===== config.mk =====
export PLATFORM = sky130hd
export DESIGN_NAME = microwave_timer_ctrl
export DESIGN_NICKNAME = d
export VERILOG_FILES = /design/src/rtl/microwave_timer_ctrl.sv
export SDC_FILE = /design/constraint.sdc
export NUM_CORES = 1
export LEC_CHECK = 0
export CAP_MARGIN = 20
export CORE_UTILIZATION = 40
export DETAILED_ROUTE_END_ITERATION = 6
export PLACE_DENSITY = 0.68
export SLEW_MARGIN = 15
export SYNTH_ARGS = -nofsm -noshare
export SYNTH_HDL_FRONTEND = slang
export SYNTH_SLANG_ARGS = --single-unit
export TNS_END_PERCENT = 1

===== constraint.sdc =====
create_clock -name clk -period 4.68 [get_ports clk]
set_input_delay 0.936 -clock clk [delete_from_list [all_inputs] [get_ports clk]]
set_output_delay 0.936 -clock clk [all_outputs]
set_load 0.01 [all_outputs]

===== src/rtl/microwave_timer_ctrl.sv =====
// Cooking sequencer for the microwave countdown timer: owns the FSM, derives the
// 1 s count tick and drives the digit-chain strobes, magnetron enable and alarm.
module microwave_timer_ctrl #(
    parameter int TICK_DIV    = 100,
    parameter int ALARM_TICKS = 3
) (
    input  logic       clk,
    input  logic       clearn,
    input  logic       start,
    input  logic       stop,
    input  logic       door_closed,
    input  logic       key_valid,
    input  logic       timer_zero,
    output logic       tim_loadn,
    output logic       tim_clearn,
    output logic       tim_enable,
    output logic       mag_on,
    output logic       alarm,
    output logic [2:0] state
);

    localparam int PW = (TICK_DIV > 1) ? $clog2(TICK_DIV) : 1;
    localparam int AW = $clog2(ALARM_TICKS + 1);

    typedef enum logic [2:0] {
        IDLE  = 3'd0,
        SET   = 3'd1,
        COOK  = 3'd2,
        PAUSE = 3'd3,
        DONE  = 3'd4
    } state_e;

    state_e        st_q;
    logic [PW-1:0] presc;
    logic [AW-1:0] alarm_cnt;
    logic          presc_wrap;
    logic          can_cook;

    assign state      = st_q;
    assign presc_wrap = (presc == PW'(TICK_DIV - 1));
    assign can_cook   = start && door_closed && !timer_zero;

    always_ff @(posedge clk or negedge clearn) begin
        if (!clearn) begin
            st_q       <= IDLE;
            presc      <= '0;
            alarm_cnt  <= '0;
            tim_loadn  <= 1'b1;
            tim_clearn <= 1'b0;
            tim_enable <= 1'b0;
            mag_on     <= 1'b0;
            alarm      <= 1'b0;
        end else begin
            tim_loadn  <= 1'b1;
            tim_clearn <= 1'b1;
            tim_enable <= 1'b0;
            case (st_q)
                IDLE: begin
                    if (key_valid) begin
                        st_q      <= SET;
                        tim_loadn <= 1'b0;
                    end else if (can_cook) begin
                        st_q   <= COOK;
                        mag_on <= 1'b1;
                    end
                end
                SET: begin
                    // Clear beats load, load beats start.
                    if (stop) begin
                        st_q       <= IDLE;
                        tim_clearn <= 1'b0;
                    end else if (key_valid) begin
                        tim_loadn <= 1'b0;
                    end else if (can_cook) begin
                        st_q   <= COOK;
                        mag_on <= 1'b1;
                    end
                end
                COOK: begin
                    if (timer_zero) begin
                        st_q      <= DONE;
                        mag_on    <= 1'b0;
                        alarm     <= 1'b1;
                        presc     <= '0;
                        alarm_cnt <= '0;
                    end else if (!door_closed || stop) begin
                        // Prescaler frozen on the exit cycle so resume neither loses nor gains a tick.
                        st_q   <= PAUSE;
                        mag_on <= 1'b0;
                    end else if (presc_wrap) begin
                        presc      <= '0;
                        tim_enable <= 1'b1;  // timer_zero already known low here
                    end else begin
                        presc <= presc + PW'(1);
                    end
                end
                PAUSE: begin
                    if (stop) begin
                        st_q       <= IDLE;
                        tim_clearn <= 1'b0;
                        presc      <= '0;
                    end else if (start && door_closed) begin
                        st_q   <= COOK;
                        mag_on <= 1'b1;
                    end
                end
                DONE: begin
                    if (stop) begin
                        st_q      <= IDLE;
                        alarm     <= 1'b0;
                        presc     <= '0;
                        alarm_cnt <= '0;
                    end else if (presc_wrap) begin
                        presc <= '0;
                        if (alarm_cnt == AW'(ALARM_TICKS - 1)) begin
                            st_q      <= IDLE;
                            alarm     <= 1'b0;
                            alarm_cnt <= '0;
                        end else begin
                            alarm_cnt <= alarm_cnt + AW'(1);
                        end
                    end else begin
                        presc <= presc + PW'(1);
                    end
                end
                default: begin
                    st_q      <= IDLE;
                    mag_on    <= 1'b0;
                    alarm     <= 1'b0;
                    presc     <= '0;
                    alarm_cnt <= '0;
                end
            endcase
        end
    end

endmodule

=== Word-level counts from Yosys, hierarchy flattened ===
Cells that the tools add are included.
Widths: inputs -> output; s select.

* Flip-flop bits (word level): 17
* Bits of input ports: 7
* Output and inout port bits: 8
* Word-level logic and storage cells: 89

* Add/sub/neg operators: 2
* Eq/ne operators: 17
* Mux-type cells: 45
* Reduce and logical (&&, ||, !) cells: 14
* Bitwise gates (word level): 3

{| class="wikitable"
|+ Operators with widths
! kind !! count
|-
| $mux 7 || 5
|-
| $mux 3 || 11
|-
| $pmux 7 s4 || 1
|-
| $mux 1 || 19
|-
| $ne 3x3->1 const B || 6
|-
| $pmux 3 s5 || 1
|-
| $ne 2x2->1 const B || 5
|-
| $reduce_and 5->1 || 2
|-
| $mux 2 || 4
|-
| $add 7x1->7 const B || 1
|-
| $eq 7x7->1 const B || 1
|-
| $eq 3x2->1 const B || 2
|-
| $pmux 2 s3 || 1
|-
| $reduce_and 3->1 || 2
|-
| $pmux 1 s5 || 1
|-
| $reduce_and 4->1 || 1
|-
| $reduce_or 2->1 || 2
|-
| $eq 3x1->1 const B || 1
|-
| $eq 3x3->1 const B || 1
|-
| $logic_not 3->1 || 1
|-
| $not 1->1 || 3
|-
| $pmux 1 s3 || 1
|-
| $reduce_or 3->1 || 1
|-
| $add 2x1->2 const B || 1
|-
| 5 further kinds || 7
|}

=== Depth between registers and ports, before layout ===
* Word-level depth: 6
* Depth in mapped cells: 6
* Mapped depth without buffers: 6

=== Worst setup path before layout ===
Ideal clock, no wire load.

* Path type: input to register
* Start point: input port timer_zero
* End point: register presc[3]
* Cell stages on the path: 5
* Arrival time: 1.896 ns
* Required time: 4.552 ns
* Setup slack: 2.656 ns
* Buffers on the path: 1
* Library setup time: 0.128 ns
* Cells stage by stage: clkbuf_1 o311a_1 o2111ai_1 xor2_1 nor2_1

* Longest elaborated chain between the ends: 2
* Elaborated cells on any way between the ends: 4
* Classes of those cells: 1 x eq/ne; 2 x mux; 1 x reduce/logical

{| class="wikitable"
|+ RTL lines
! element !! line !! source
|-
| start, declared || 13 || <nowiki>input logic timer_zero,</nowiki>
|-
| $mux 7 / $ne 3x3->1 (equally long branches) || n/a ||
|-
| $pmux 7 s4 / $reduce_and 3->1 (equally long branches) || n/a ||
|-
| end signal, assigned || 94 || <nowiki>presc <= presc + PW'(1);</nowiki>
|-
| end signal, assigned || 123 || <nowiki>presc <= presc + PW'(1);</nowiki>
|-
| end, declared || 34 || <nowiki>logic [PW-1:0] presc;</nowiki>
|}

Parallel ways exist; a longest one is shown, timed or not.
A chain may end at the register's enable or synchronous reset.

=== Worst setup path after layout ===
* Start point: register st_q[2], in the netlist state[2]
* End point: output port state[2]

{| class="wikitable"
|+ RTL lines
! element !! line !! source
|-
| start, declared || 33 || <nowiki>state_e st_q;</nowiki>
|-
| start signal, assigned || 45 || <nowiki>st_q <= IDLE;</nowiki>
|-
| start signal, assigned || 60 || <nowiki>st_q <= SET;</nowiki>
|-
| start signal, assigned || 63 || <nowiki>st_q <= COOK;</nowiki>
|-
| end, declared || 19 || <nowiki>output logic [2:0] state</nowiki>
|}

No word-level cell between the ends.

==> metrics.md <==
| Metric | Value |
|---|---|
| Antenna Cells | 0 |
| # rows | 17 |
| Layout cells sized above 1 | 7.83% |
| Final min period | 2610 ps |
| Compound-cell area share of the yosys netlist | 17.4% |
| RSZ-0062 raised after global routing | no |
| Mapped Area | 940 um^2 |
| Seq pwr share | 53.8% |
| Final Slew Violations | 0 |
| Initial antenna violation count | 0 |
| Die width | 50.5 um |
| Worst-path clk slew | 100 ps |
| Delay-heaviest family, CP | flip-flops |
| DR vias/cell | 5.37 |
| Die area | 0.00255 mm^2 |
| Multiplexer share of the synthesized area | 2.26% |
| Post-CTS Setup Repair Bufs | 0 |
| Area grow syn2layout | 18.9% |
| Placer congestion estimate | 0.838 |
| VDD IR max | 151 uV |
| First DRT Iteration DRCs | 13 |
| Adder-cell area share of the yosys netlist | 1.33% |
| Final HPWL DP | 1.33 mm |
| Number of flops mapped to enable cells by yosys | 0 |
| Synth unique cells | 35 |
| Depth of the CTS H-tree | 1 |
| Syn Area/Cell | 9.21 um^2 |
| Synthesis Warnings | 0 |
| Synth Area in XOR/XNOR | 4.66% |
| Logic pwr share | 22.6% |
| CP Class | flip-flop to output port |
| Peak Freq | 383 MHz |
| Hold buffers post-CTS | 0 |
| Slew @ Worst Pin | 752 ps |
| Worst Skew | 2.64 ps |
| Ys async rst share | 100% |
| Pre-antenna DRT Iters | 4 |
| Max-slew headroom | 49.7% |
| Vias in the first global route | 727 |
| Detail Route Antenna Nets | 0 |
| Pwr per Cell Area | 294 mW/mm^2 |
| Clock latency on the worst-skew pair | 280 ps |
| CP cell instances | clkdlybuf4s50_1 |
| Final hold vios | 0 |
| Largest family of logic cells by synthesized area | simple AND/OR/NAND/NOR gates |
| Simple-Gate Fraction of Synth Area | 25.0% |
| GR Util All Layers | 16.8% |
| Io pins | 15 |
| Sw Ratio | 28.6% |
| Vias | 768 |
| Buf/Inv on CP | 1 |
| Tcrit/Tclk final | 55.7% |
| Top_reg_cell synth | dfrtp_1 |
| Worst EP required | 3740 ps |
| Max Cap Viol | 0 |
| CP Max Fanout | 20 |
| CP Launch Type | flip-flop |
| Wirelength per Cell | 12.7 um |
| WP data arrival | 1670 ps |
| Clock tree buffer depth | 2 |
| Nets | 124 |
| Leak pwr | 0.000453 uW |
| Final setup violation count | 0 |
| Slowest stage delay, CP | 740 ps |
| Synthesized netlist cell count | 102 |
| CTS sink count | 17 |
| Slowest cell on the critical path | dfrtp_1 |
| Post-route core utilization | 50.5% |
| IO buf count | 14 |
| CP Capture Type | output port |
| Clock share of power | 23.6% |
| Core area | 0.00221 mm^2 |
| Status | completed |
| Global-route wire length before repair | 3.17 mm |
| Seq cells post-synth | 17 |
| CTS root buf | clkbuf_4 |
| Total CTS buffers | 3 |
| DRC viols | 0 |
| Syn_nets | 110 |
| P_int | 235 uW |
| Total grt overflow | 0 |
| Sw power | 94.1 uW |
| Pin count of the biggest net entering global routing | 21 |
| Die Ht | 50.5 um |
| DRT Wirelength | 1.82 mm |
| CTS tree | yes |
| Post_cts resized | 0 |
| Initial Util | 42.5% |
| Hold Crit Class | flip-flop to flip-flop |
| TNS Setup | 0 ps |
| Sequential share of the synthesized area | 45.4% |
[routing by layer]
layer	vias to the layer above	routed length, um	GRT usage (%)
li1	387	-	-
met1	369	866	22.1
met2	10	887	27.3
met3	2	47	2.73
met4	0	13	6.94
met5	-	0	0
[cell families after synthesis]
family | Yosys count
flops | 17
buf+inv | 8
fa+ha+maj | 1
simple gates | 45
mux | 2
xor+xnor | 5
compound gates | 24
[power by group through the flow]
stage	clock (uW)	combinational, uW	sequential, uW
2_1_floorplan	0	36.0	179
3_3_place_gp	0	74.1	180
3_5_place_dp	0	74.8	180
4_1_cts	80.8	75.2	177
5_1_grt	88.3	81.2	181
6_report	77.7	74.2	177
[cell usage after synthesis (all sizes together) (2+ instances only)]
cell type	n	area share, %
o211ai	2	1.6
clkbuf	2	0.80
dfrtp	16	43
o22a	2	1.9
o21ai	5	2.7
nor4	2	2.0
nor2b	4	2.7
nand2	11	4.4
buf	3	1.9
inv	3	1.2
xor2	5	4.7
o2111ai	2	1.9
nand2b	5	4.1
a21oi	6	3.2
nor2	17	6.8
[per-stage QoR]
step	cells	area [um^2]	setup slack, ps	hold WS (ps)	total power [uW]
finish	143	1120	2070	498	329
global route	143	1120	1960	521	350
CTS	143	1120	2050	502	333
detailed placement	139	1090	2050	478	255
global placement	139	1090	2080	482	254
floorplan	102	940	2660	497	215
[registers in the layout, indices dropped and copies added, names as in the netlist]
name        cells
presc           7
state           3
alarm_cnt       2
alarm           1
mag_on          1
tim_clearn      1
tim_enable      1
tim_loadn       1
[worst paths after layout]
check,depth (start not counted),slack [ps],startpoint,end
min in group asynchronous,1,1090,clearn,alarm$_DFFE_PN0P_
setup / recovery,1,2070,state[2]$_DFFE_PN0P_,state[2]
hold / removal,1,500,mag_on$_DFFE_PN0P_,mag_on$_DFFE_PN0P_
setup reg to reg,4,2840,state[2]$_DFFE_PN0P_,alarm_cnt[1]$_DFFE_PN0P_
max in group asynchronous,1,3130,clearn,presc[1]$_DFFE_PN0P_
hold reg to reg,1,500,mag_on$_DFFE_PN0P_,mag_on$_DFFE_PN0P_
[area by class of cell]
class	instances	area, um^2
multi-input cells	77	477
clock buffers	3	22.5
inverters	3	11.3
clock inverters	1	5.00
repair buffers	14	140
well taps	28	35.0
fillers	218	1090
flip-flops and latches	17	427
[cells in the final DEF (no fill, tap or decap), types with 2 or more instances in the layout]
cell / instances
nor2_1: 17
dfrtp_1: 16
clkdlybuf4s50_1: 14
nand2_1: 11
a21oi_1: 6
xor2_1: 5
o21ai_0: 5
nor2b_1: 4
nand2b_1: 4
inv_1: 3
clkbuf_4: 3
o22a_1: 2
o211ai_1: 2
o2111ai_1: 2
Note: power is estimated with default switching activity, not from simulation.
